### config.mk
export PLATFORM = sky130hd
export DESIGN_NAME = mux3_rr_arbiter_flat
export DESIGN_NICKNAME = d
export VERILOG_FILES = /design/src/rtl/mux3_rr_arbiter_pkg.sv /design/src/rtl/mux3_rr_arbiter_if.sv /design/src/rtl/mux3_rr_arbiter_rr_pick3.sv /design/src/rtl/mux3_rr_arbiter.sv /design/src/flat_wrapper.sv
export SDC_FILE = /design/constraint.sdc
export NUM_CORES = 1
export LEC_CHECK = 0
export ABC_AREA = 1
export CAP_MARGIN = 20
export CORE_AREA = 2 2 39 41
export CTS_BUF_LIST = sky130_fd_sc_hd__clkbuf_4
export CTS_CLUSTER_SIZE = 8
export DETAILED_ROUTE_END_ITERATION = 6
export DIE_AREA = 0 0 41 43
export GPL_ROUTABILITY_DRIVEN = 0
export GPL_TIMING_DRIVEN = 0
export PLACE_DENSITY = 0.81
export SETUP_SLACK_MARGIN = 0.1
export SYNTH_ARGS = -nofsm -noshare
export SYNTH_HDL_FRONTEND = slang
export SYNTH_SLANG_ARGS = --single-unit
### constraint.sdc
create_clock -name clk -period 3.85 [get_ports clk]
set_input_delay 0.77 -clock clk [delete_from_list [all_inputs] [get_ports clk]]
set_output_delay 0.77 -clock clk [all_outputs]
set_load 0.005 [all_outputs]
### src/rtl/mux3_rr_arbiter_pkg.sv
// Shared types and constants for the 3:1 round-robin mux arbiter.
package mux3_arb_pkg;

  typedef enum logic {
    IDLE  = 1'b0,
    GRANT = 1'b1
  } state_t;

  localparam logic [1:0] SEL_IN0 = 2'b00;
  localparam logic [1:0] SEL_IN1 = 2'b01;
  localparam logic [1:0] SEL_IN2 = 2'b10;

  // Mux select index to the matching one-hot grant vector; 11 maps to no grant.
  function automatic logic [2:0] idx_to_onehot(input logic [1:0] idx);
    logic [2:0] oh;
    oh = 3'b000;
    case (idx)
      SEL_IN0: oh = 3'b001;
      SEL_IN1: oh = 3'b010;
      SEL_IN2: oh = 3'b100;
      default: oh = 3'b000;
    endcase
    return oh;
  endfunction

endpackage

### src/rtl/mux3_rr_arbiter_if.sv
// Requester/consumer bus of the 3:1 mux arbiter: request+data in, grant/select and valid/data out.
interface mux3_rr_arbiter_if #(
  parameter int unsigned WIDTH = 1
);
  logic [2:0]         req;
  logic [3*WIDTH-1:0] in_data;
  logic               ready;
  logic [2:0]         grant;
  logic [1:0]         sel;
  logic               out_valid;
  logic [WIDTH-1:0]   out_data;

  modport slave (
    input  req, in_data, ready,
    output grant, sel, out_valid, out_data
  );

  modport master (
    output req, in_data, ready,
    input  grant, sel, out_valid, out_data
  );
endinterface

### src/rtl/mux3_rr_arbiter_rr_pick3.sv
// Rotating-priority picker: first set request searching from last+1, wrapping 2->0.
module rr_pick3
  import mux3_arb_pkg::*;
(
  input  logic [2:0] req,
  input  logic [1:0] last,
  output logic [1:0] win,
  output logic       any
);

  always_comb begin
    win = SEL_IN0;
    any = |req;
    case (last)
      SEL_IN0: win = req[1] ? SEL_IN1 : (req[2] ? SEL_IN2 : SEL_IN0);
      SEL_IN1: win = req[2] ? SEL_IN2 : (req[0] ? SEL_IN0 : SEL_IN1);
      default: win = req[0] ? SEL_IN0 : (req[1] ? SEL_IN1 : SEL_IN2);
    endcase
  end

endmodule

### src/rtl/mux3_rr_arbiter.sv
// Round-robin arbiter and select sequencer for a 3:1 mux feeding a valid/ready consumer.
module mux3_rr_arbiter
  import mux3_arb_pkg::*;
#(
  parameter int unsigned WIDTH    = 1,
  parameter int unsigned MAX_HOLD = 4
) (
  input logic               clk,
  input logic               rst_n,
  mux3_rr_arbiter_if.slave  bus
);

  localparam int unsigned    CNT_W    = $clog2(MAX_HOLD) + 1;
  localparam logic [CNT_W-1:0] CNT_LAST = CNT_W'(MAX_HOLD - 1);
  localparam logic [CNT_W-1:0] CNT_MAX  = '1;

  state_t             state, state_nxt;
  logic [2:0]         grant, grant_nxt;
  logic [1:0]         sel, sel_nxt;
  logic [1:0]         last, last_nxt;
  logic [CNT_W-1:0]   beat_cnt, beat_cnt_nxt;

  logic [2:0]         cand;
  logic [1:0]         win;
  logic               any;
  logic               valid;
  logic               beat;

  // Masking with the current grant yields "other requesters" in GRANT and all of req in IDLE.
  assign cand  = bus.req & ~grant;
  assign valid = |(grant & bus.req);
  assign beat  = valid & bus.ready;

  rr_pick3 u_pick (
    .req  (cand),
    .last (last),
    .win  (win),
    .any  (any)
  );

  always_ff @(posedge clk or negedge rst_n) begin
    if (!rst_n) begin
      state    <= IDLE;
      grant    <= 3'b000;
      sel      <= SEL_IN0;
      last     <= SEL_IN2;
      beat_cnt <= '0;
    end else begin
      state    <= state_nxt;
      grant    <= grant_nxt;
      sel      <= sel_nxt;
      last     <= last_nxt;
      beat_cnt <= beat_cnt_nxt;
    end
  end

  always_comb begin
    state_nxt    = state;
    grant_nxt    = grant;
    sel_nxt      = sel;
    last_nxt     = last;
    beat_cnt_nxt = beat_cnt;
    case (state)
      IDLE: begin
        if (any) begin
          state_nxt    = GRANT;
          grant_nxt    = idx_to_onehot(win);
          sel_nxt      = win;
          last_nxt     = win;
          beat_cnt_nxt = '0;
        end
      end
      GRANT: begin
        if (!valid) begin
          // Owner withdrew: hand over immediately or fall back to idle.
          beat_cnt_nxt = '0;
          if (any) begin
            grant_nxt = idx_to_onehot(win);
            sel_nxt   = win;
            last_nxt  = win;
          end else begin
            state_nxt = IDLE;
            grant_nxt = 3'b000;
            sel_nxt   = SEL_IN0;
          end
        end else if (beat) begin
          if (beat_cnt == CNT_LAST) begin
            beat_cnt_nxt = '0;
            if (any) begin
              grant_nxt = idx_to_onehot(win);
              sel_nxt   = win;
              last_nxt  = win;
            end
          end else if (beat_cnt != CNT_MAX) begin
            beat_cnt_nxt = beat_cnt + CNT_W'(1);
          end
        end
        // valid && !ready is a stall: everything holds.
      end
      default: begin
        state_nxt    = IDLE;
        grant_nxt    = 3'b000;
        sel_nxt      = SEL_IN0;
        beat_cnt_nxt = '0;
      end
    endcase
  end

  always_comb begin
    bus.out_data = '0;
    case (sel)
      SEL_IN0: bus.out_data = bus.in_data[0*WIDTH +: WIDTH];
      SEL_IN1: bus.out_data = bus.in_data[1*WIDTH +: WIDTH];
      SEL_IN2: bus.out_data = bus.in_data[2*WIDTH +: WIDTH];
      default: bus.out_data = '0;
    endcase
  end

  assign bus.grant     = grant;
  assign bus.sel       = sel;
  assign bus.out_valid = valid;

endmodule

### src/flat_wrapper.sv
// flat-port wrapper written by rule: the top's interface ports become plain ports
module mux3_rr_arbiter_flat import mux3_arb_pkg::*;
#(
  parameter int unsigned WIDTH    = 1,
  parameter int unsigned MAX_HOLD = 4
)
  (clk, rst_n, bus_req, bus_in_data, bus_ready, bus_grant, bus_sel, bus_out_valid, bus_out_data);
  mux3_rr_arbiter_if #(.WIDTH(WIDTH)) bus_i ();
  input logic clk;
  input logic rst_n;
  input wire logic [$bits(bus_i.req)-1:0] bus_req;
  input wire logic [$bits(bus_i.in_data)-1:0] bus_in_data;
  input wire logic [$bits(bus_i.ready)-1:0] bus_ready;
  output wire logic [$bits(bus_i.grant)-1:0] bus_grant;
  output wire logic [$bits(bus_i.sel)-1:0] bus_sel;
  output wire logic [$bits(bus_i.out_valid)-1:0] bus_out_valid;
  output wire logic [$bits(bus_i.out_data)-1:0] bus_out_data;
  assign bus_i.req = bus_req;
  assign bus_i.in_data = bus_in_data;
  assign bus_i.ready = bus_ready;
  assign bus_grant = bus_i.grant;
  assign bus_sel = bus_i.sel;
  assign bus_out_valid = bus_i.out_valid;
  assign bus_out_data = bus_i.out_data;
  mux3_rr_arbiter #(.WIDTH(WIDTH), .MAX_HOLD(MAX_HOLD)) u_core (.clk(clk), .rst_n(rst_n), .bus(bus_i));
endmodule
Word level (Yosys, flattened, before mapping)
Cells that the tools add are included.
{"block": "op_classes", "multipliers": 0, "n_eq_ne": 11, "mux": 35, "shift": 0, "div": 0, "order_cmp": 0, "n_reduce_logical": 7, "bitwise_logic": 5, "add_sub_neg": 1}
{"op": "2-to-1 mux 3 bit", "count": 10}
{"op": "2-to-1 mux 2 bit", "count": 14}
{"op": "one-hot mux 2 bit (2 select lines)", "count": 3}
{"op": "one-hot mux 3 bit (2 select lines)", "count": 2}
{"op": "!= test 3 bit (second input constant)", "count": 3}
{"op": "one-hot mux 3 bit (3 select lines)", "count": 1}
{"op": "AND 3 bit", "count": 2}
{"op": "equality test 2 x 1 -> 1 bit (second input constant)", "count": 3}
{"op": "logical NOT 2 bit", "count": 3}
{"op": "OR reduction 3 bit", "count": 2}
{"op": "equality test 2 bit (second input constant)", "count": 2}
{"op": "!= test 4 bit (second input constant)", "count": 1}
{"op": "adder 3 x 1 -> 3 bit (second input constant)", "count": 1}
{"op": "equality test 3 x 2 -> 1 bit (second input constant)", "count": 1}
{"op": "2-to-1 mux 1 bit", "count": 3}
{"op": "NOT 3 bit", "count": 1}
{"op": "one-hot mux 1 bit (3 select lines)", "count": 1}
{"op": "AND reduction 3 bit", "count": 1}
{"op": "!= test 2 x 1 -> 1 bit (second input constant)", "count": 1}
{"op": "one-hot mux 1 bit (2 select lines)", "count": 1}
{"op": "AND reduction 2 bit", "count": 1}
{"op": "AND 1 bit", "count": 1}
{"op": "NOT 1 bit", "count": 1}
{"block": "totals", "latch_bits": 0, "input_bits": 9, "ramBits": 0, "rom_bits": 0, "word_cells": 64, "n_memories": 0, "regBits": 11, "out_inout_bits": 7}

Longest topological paths before layout
{"block": "logic_depth", "depth_word": 12, "depth_mapped": 8, "depth_no_buf": 8}

By module
Synthesis repeated with hierarchy kept, for this count alone.
{"block": "unflattened", "cells_unflattened": 100, "area_unflattened_um2": 689.4}
{"mod": "mux3_rr_arbiter", "cells_per_inst": 84, "area_each_um2": 623.1, "n_inst": 1, "seq_area_each_um2": 276.5}
{"mod": "rr_pick3", "cells_per_inst": 16, "area_each_um2": 66.3, "n_inst": 1, "seq_area_each_um2": 0.0}

Least setup slack after synthesis
No wires, ideal clock.
{"block": "synth_path", "kind": "input to output", "from": "input port bus_in_data[0]", "to": "output port bus_out_data", "path_buffers": 0, "t_arrival_ps": 1051, "required_time_ps": 3080, "setup_slack_ps": 2029, "cell_stages": 2, "cell_sequence": "nor2_1 o31ai_1"}
{"block": "synth_via", "elab_chain_cells": 1}
{"item": "start: declaration", "line": "flat_wrapper.sv:12", "source": "input wire logic [$bits(bus_i.in_data)-1:0] bus_in_data;"}
{"item": "one-hot mux 1 bit (3 select lines)", "line": "mux3_rr_arbiter.sv:111", "source": "case (sel)"}
{"item": "end: declaration", "line": "flat_wrapper.sv:17", "source": "output wire logic [$bits(bus_i.out_data)-1:0] bus_out_data;"}
No other way between the ends.

Final worst setup path
{"block": "layout_path", "from": "input port bus_req[2]", "to": "output port bus_out_valid"}
{"block": "layout_via", "elab_chain_cells": 2}
{"item": "start: declaration", "line": "flat_wrapper.sv:11", "source": "input wire logic [$bits(bus_i.req)-1:0] bus_req;"}
{"item": "AND 3 bit", "line": "mux3_rr_arbiter.sv:31", "source": "assign valid = |(grant & bus.req);"}
{"item": "OR reduction 3 bit", "line": "mux3_rr_arbiter.sv:31"}
{"item": "end: declaration", "line": "flat_wrapper.sv:16", "source": "output wire logic [$bits(bus_i.out_valid)-1:0] bus_out_valid;"}
No other way between the ends.

==> impl_summary.txt <==
----------------------------------------------------
[Run status]
  Status ... finished, final reports clean

[Layout]
  Number of nets at the end of the flow ... 121
  Synth-to-layout area growth ... 29.5%
  Leading cell type in the layout, fill and taps excluded ... sky130_fd_sc_hd__nand2_1
  Final design area excluding fillers ... 878 µm²
  Commonest cells after routing, fill and taps aside ... 33 x sky130_fd_sc_hd__nand2_1, 15 x sky130_fd_sc_hd__clkdlybuf4s50_1, 10 x sky130_fd_sc_hd__inv_1, 10 x sky130_fd_sc_hd__nand3_1, 10 x sky130_fd_sc_hd__dfrtp_1
  Ratio of cells with drive above 1 in the final layout ... 17.3%
  Inserted Diodes ... 0
  Layout fillers ... 133

[Yosys]
  Post-synthesis sequential element count ... 11
  Largest cells by area after synthesis ... sky130_fd_sc_hd__dfrtp_1 37%, sky130_fd_sc_hd__nand2_1 18%, sky130_fd_sc_hd__nand3_1 7.4%
  Syn avg cell area ... 7.45 µm²
  Area of the mapped netlist ... 678 µm²
  Yosys cell types ... 17
  Share of the synthesized area in the top cell type ... 36.9%
  Synthesized Nets ... 101
  Top cell type by total area after synthesis ... sky130_fd_sc_hd__dfrtp_1
  Count of synthesis-stage warnings from yosys ... 0
  Part of the Yosys area used for sequential elements ... 40.8%
  Cell count after synthesis ... 91

[Floorplan]
  Core box area ... 1380 µm²
  Die extent in x ... 41 µm
  I/O pin total ... 16
  Die Y ... 43 µm
  Initial Util ... 49.0%
  Area of the die ... 1760 µm²
  Number of standard-cell rows in the floorplan ... 14

[CTS]
  Number of buffers on the longest clock path ... 2
  Reg clk slew, reported paths ... 0.07 ns
  Total clock buffers created by CTS ... 3
  Insertion delay to the later sink of the worst-skew pair ... 0.27 ns
  Clock tree from TritonCTS ... done
  Number of resized instances in the post-cts repair step ... 0
  Sink count of the clock tree ... 11
  Count of hold-fix buffers inserted at cts ... 0
  Count of H-tree levels built during CTS ... 1
  Number of setup buffers added after CTS ... 0
  Root Driver ... sky130_fd_sc_hd__clkbuf_4

[Critical path]
  Kind of end point of the critical path ... primary output
  Critical Path Start Type ... input pin
  Arrival time at the worst endpoint ... 2.03 ns
  Cell with the largest stage delay on the worst path ... sky130_fd_sc_hd__clkdlybuf4s50_1
  Most numerous cell on the critical path ... sky130_fd_sc_hd__clkdlybuf4s50_1
  Start-to-end type of the worst setup path ... in -> out
  Buf+Inv Stages, Crit Path ... 2
  CP top delay family ... buffers and inverters
  Data required, critical path ... 3.08 ns
  Largest fanout on the critical path ... 7
  Flop2flop setup slack ... 2.47 ns
  Total stage count of the critical path ... 4
  Critical path cell sequence ... clkdlybuf4s50_1, nand2_1, nand3_4, clkdlybuf4s50_1
  Worst reg2reg path depth ... 7
  Crit-path max cell delay ... 0.53 ns

[Min path]
  Depth of the worst hold-timing path ... 2
  Class of the worst hold path ... reg -> reg

[Detailed routing]
  Routed Antenna Nets ... 0
  Number of vias per cell ... 4.87
  Wirelength, routed ... 1300 µm
  Remaining design rule violation count ... 0
  Via Count ... 614
  Violation count after the first detailed-route iteration ... 21
  Routed wire per std cell ... 10.3 µm
  Drt pass-1 iters ... 4

[Timing]
  Minimum clock period after layout ... 2.80 ns
  Setup clock skew after layout ... 0.00411 ns
  RSZ-0062 raised after global routing ... false
  F_max ... 358 MHz
  Final hold violations ... 0
  Slew at the pin closest to its max-slew limit ... 0.488 ns
  Fin Setup TNS ... 0 ns
  Max Transition Viols Final ... 0
  Final cycle utilization of the critical path ... 72.6%
  Setup violations, final ... 0
  Remaining max-slew budget at the tightest pin ... 67.3%

[Place]
  DP Wirelength ... 1070 µm
  Port-buffer cells ... 15
  Post-place instance area ... 848 µm²

[Power and ir drop]
  Leakage component of the power ... 0.452 nW
  IR Drop Worst-Case VDD ... 0.387 mV
  Cell area power density ... 687 nW/µm²

[Global route]
  Vias in the first global route ... 557
  Global Route Usage Sum ... 19.1%
  Wire length of the first global-routing pass ... 2240 µm
  Initial antenna violation count ... 0
  Maximum number of pins on one net before global-route repair ... 12
  Sum of overflow across all layers after global routing ... 0

[Job]
  Number of max-capacitance violations reported ... 0

----------------------------------------------------
sequential cells by signal (all words and copies together) (netlist names):
signal and count:
u_core.bus.grant 3, u_core.bus.sel 2, u_core.last 2, u_core.beat_cnt 3, u_core.state 1
stage by stage:
step | power [mW] | hold WS (ns) | std cells | setup slack (ns) | utilization [%]
global placement | 0.513 | 0.461 | 122 | 1.07 | 61.3
CTS | 0.611 | 0.488 | 126 | 1.04 | 63.5
finish | 0.604 | 0.486 | 126 | 1.05 | 63.5
global route | 0.666 | 0.530 | 126 | 1.00 | 63.5
detailed placement | 0.524 | 0.474 | 122 | 1.05 | 61.3
floorplan | 0.406 | 0.446 | 91 | 2.03 | -
worst register-to-register path, stage by stage (launching register included):
cell                       delay (ns)
sky130_fd_sc_hd__dfrtp_1         0.40
sky130_fd_sc_hd__ha_1            0.24
sky130_fd_sc_hd__nand2_1         0.07
sky130_fd_sc_hd__inv_1           0.03
sky130_fd_sc_hd__o211ai_1        0.25
sky130_fd_sc_hd__nand2_1         0.14
sky130_fd_sc_hd__nand2_1         0.09
sky130_fd_sc_hd__nand2_1         0.05
cell usage after synthesis, drive strengths merged:
cell type,number
a21oi,2
dfrtp,10
dfstp,1
ha,1
inv,12
nand2,39
nand3,11
nor2,11
o211ai,2
o21ai,1
o31ai,1
routing by layer:
| metal | track usage [%] | wire length (µm) | vias up |
|---|---|---|---|
| met2 | 26.9 | 619 | 14 |
| li1 | - | - | 325 |
| met1 | 25.8 | 586 | 270 |
| met3 | 4.71 | 60 | 5 |
| met4 | 10.7 | 37 | 0 |
| met5 | 0 | 0 | - |
layout make-up:
type                    instances  area [µm²]  area share, %
multi-input cells              68         357           40.6
repair buffers                 15         150           17.1
flip-flops and latches         11         277           31.5
inverters                      12        45.0           5.13
clock buffers                   4        30.0           3.42
well taps                      16        20.0           2.28
where the power goes:
part	switching (mW)	internal [mW]
Clock	0.0391	0.0473
Sequential	0.0444	0.162
Combinational	0.168	0.143
logic make-up (layout without fill, tap and decap cells):
group                    Yosys count  after routing  synth area share, %
adder cells (fa/ha/maj)            1              1                 1.84
buffers and inverters             12             31                 6.64
AND/OR/NAND/NOR                   61             61                 42.1
flip-flops                        11             11                 40.8
AO/OA/AOI/OAI                      6              6                 8.67
worst paths after layout:
kind,from,endpoint
setup / recovery,bus_req[2],bus_out_valid
hold / removal,u_core.beat_cnt[1],u_core.beat_cnt[1]
setup reg to reg,u_core.beat_cnt[0],u_core.beat_cnt[0]
hold reg to reg,u_core.beat_cnt[1],u_core.beat_cnt[1]
max in group asynchronous,rst_n,u_core.last[1]
min in group asynchronous,rst_n,u_core.state
Note: power is estimated with default switching activity, not from simulation.
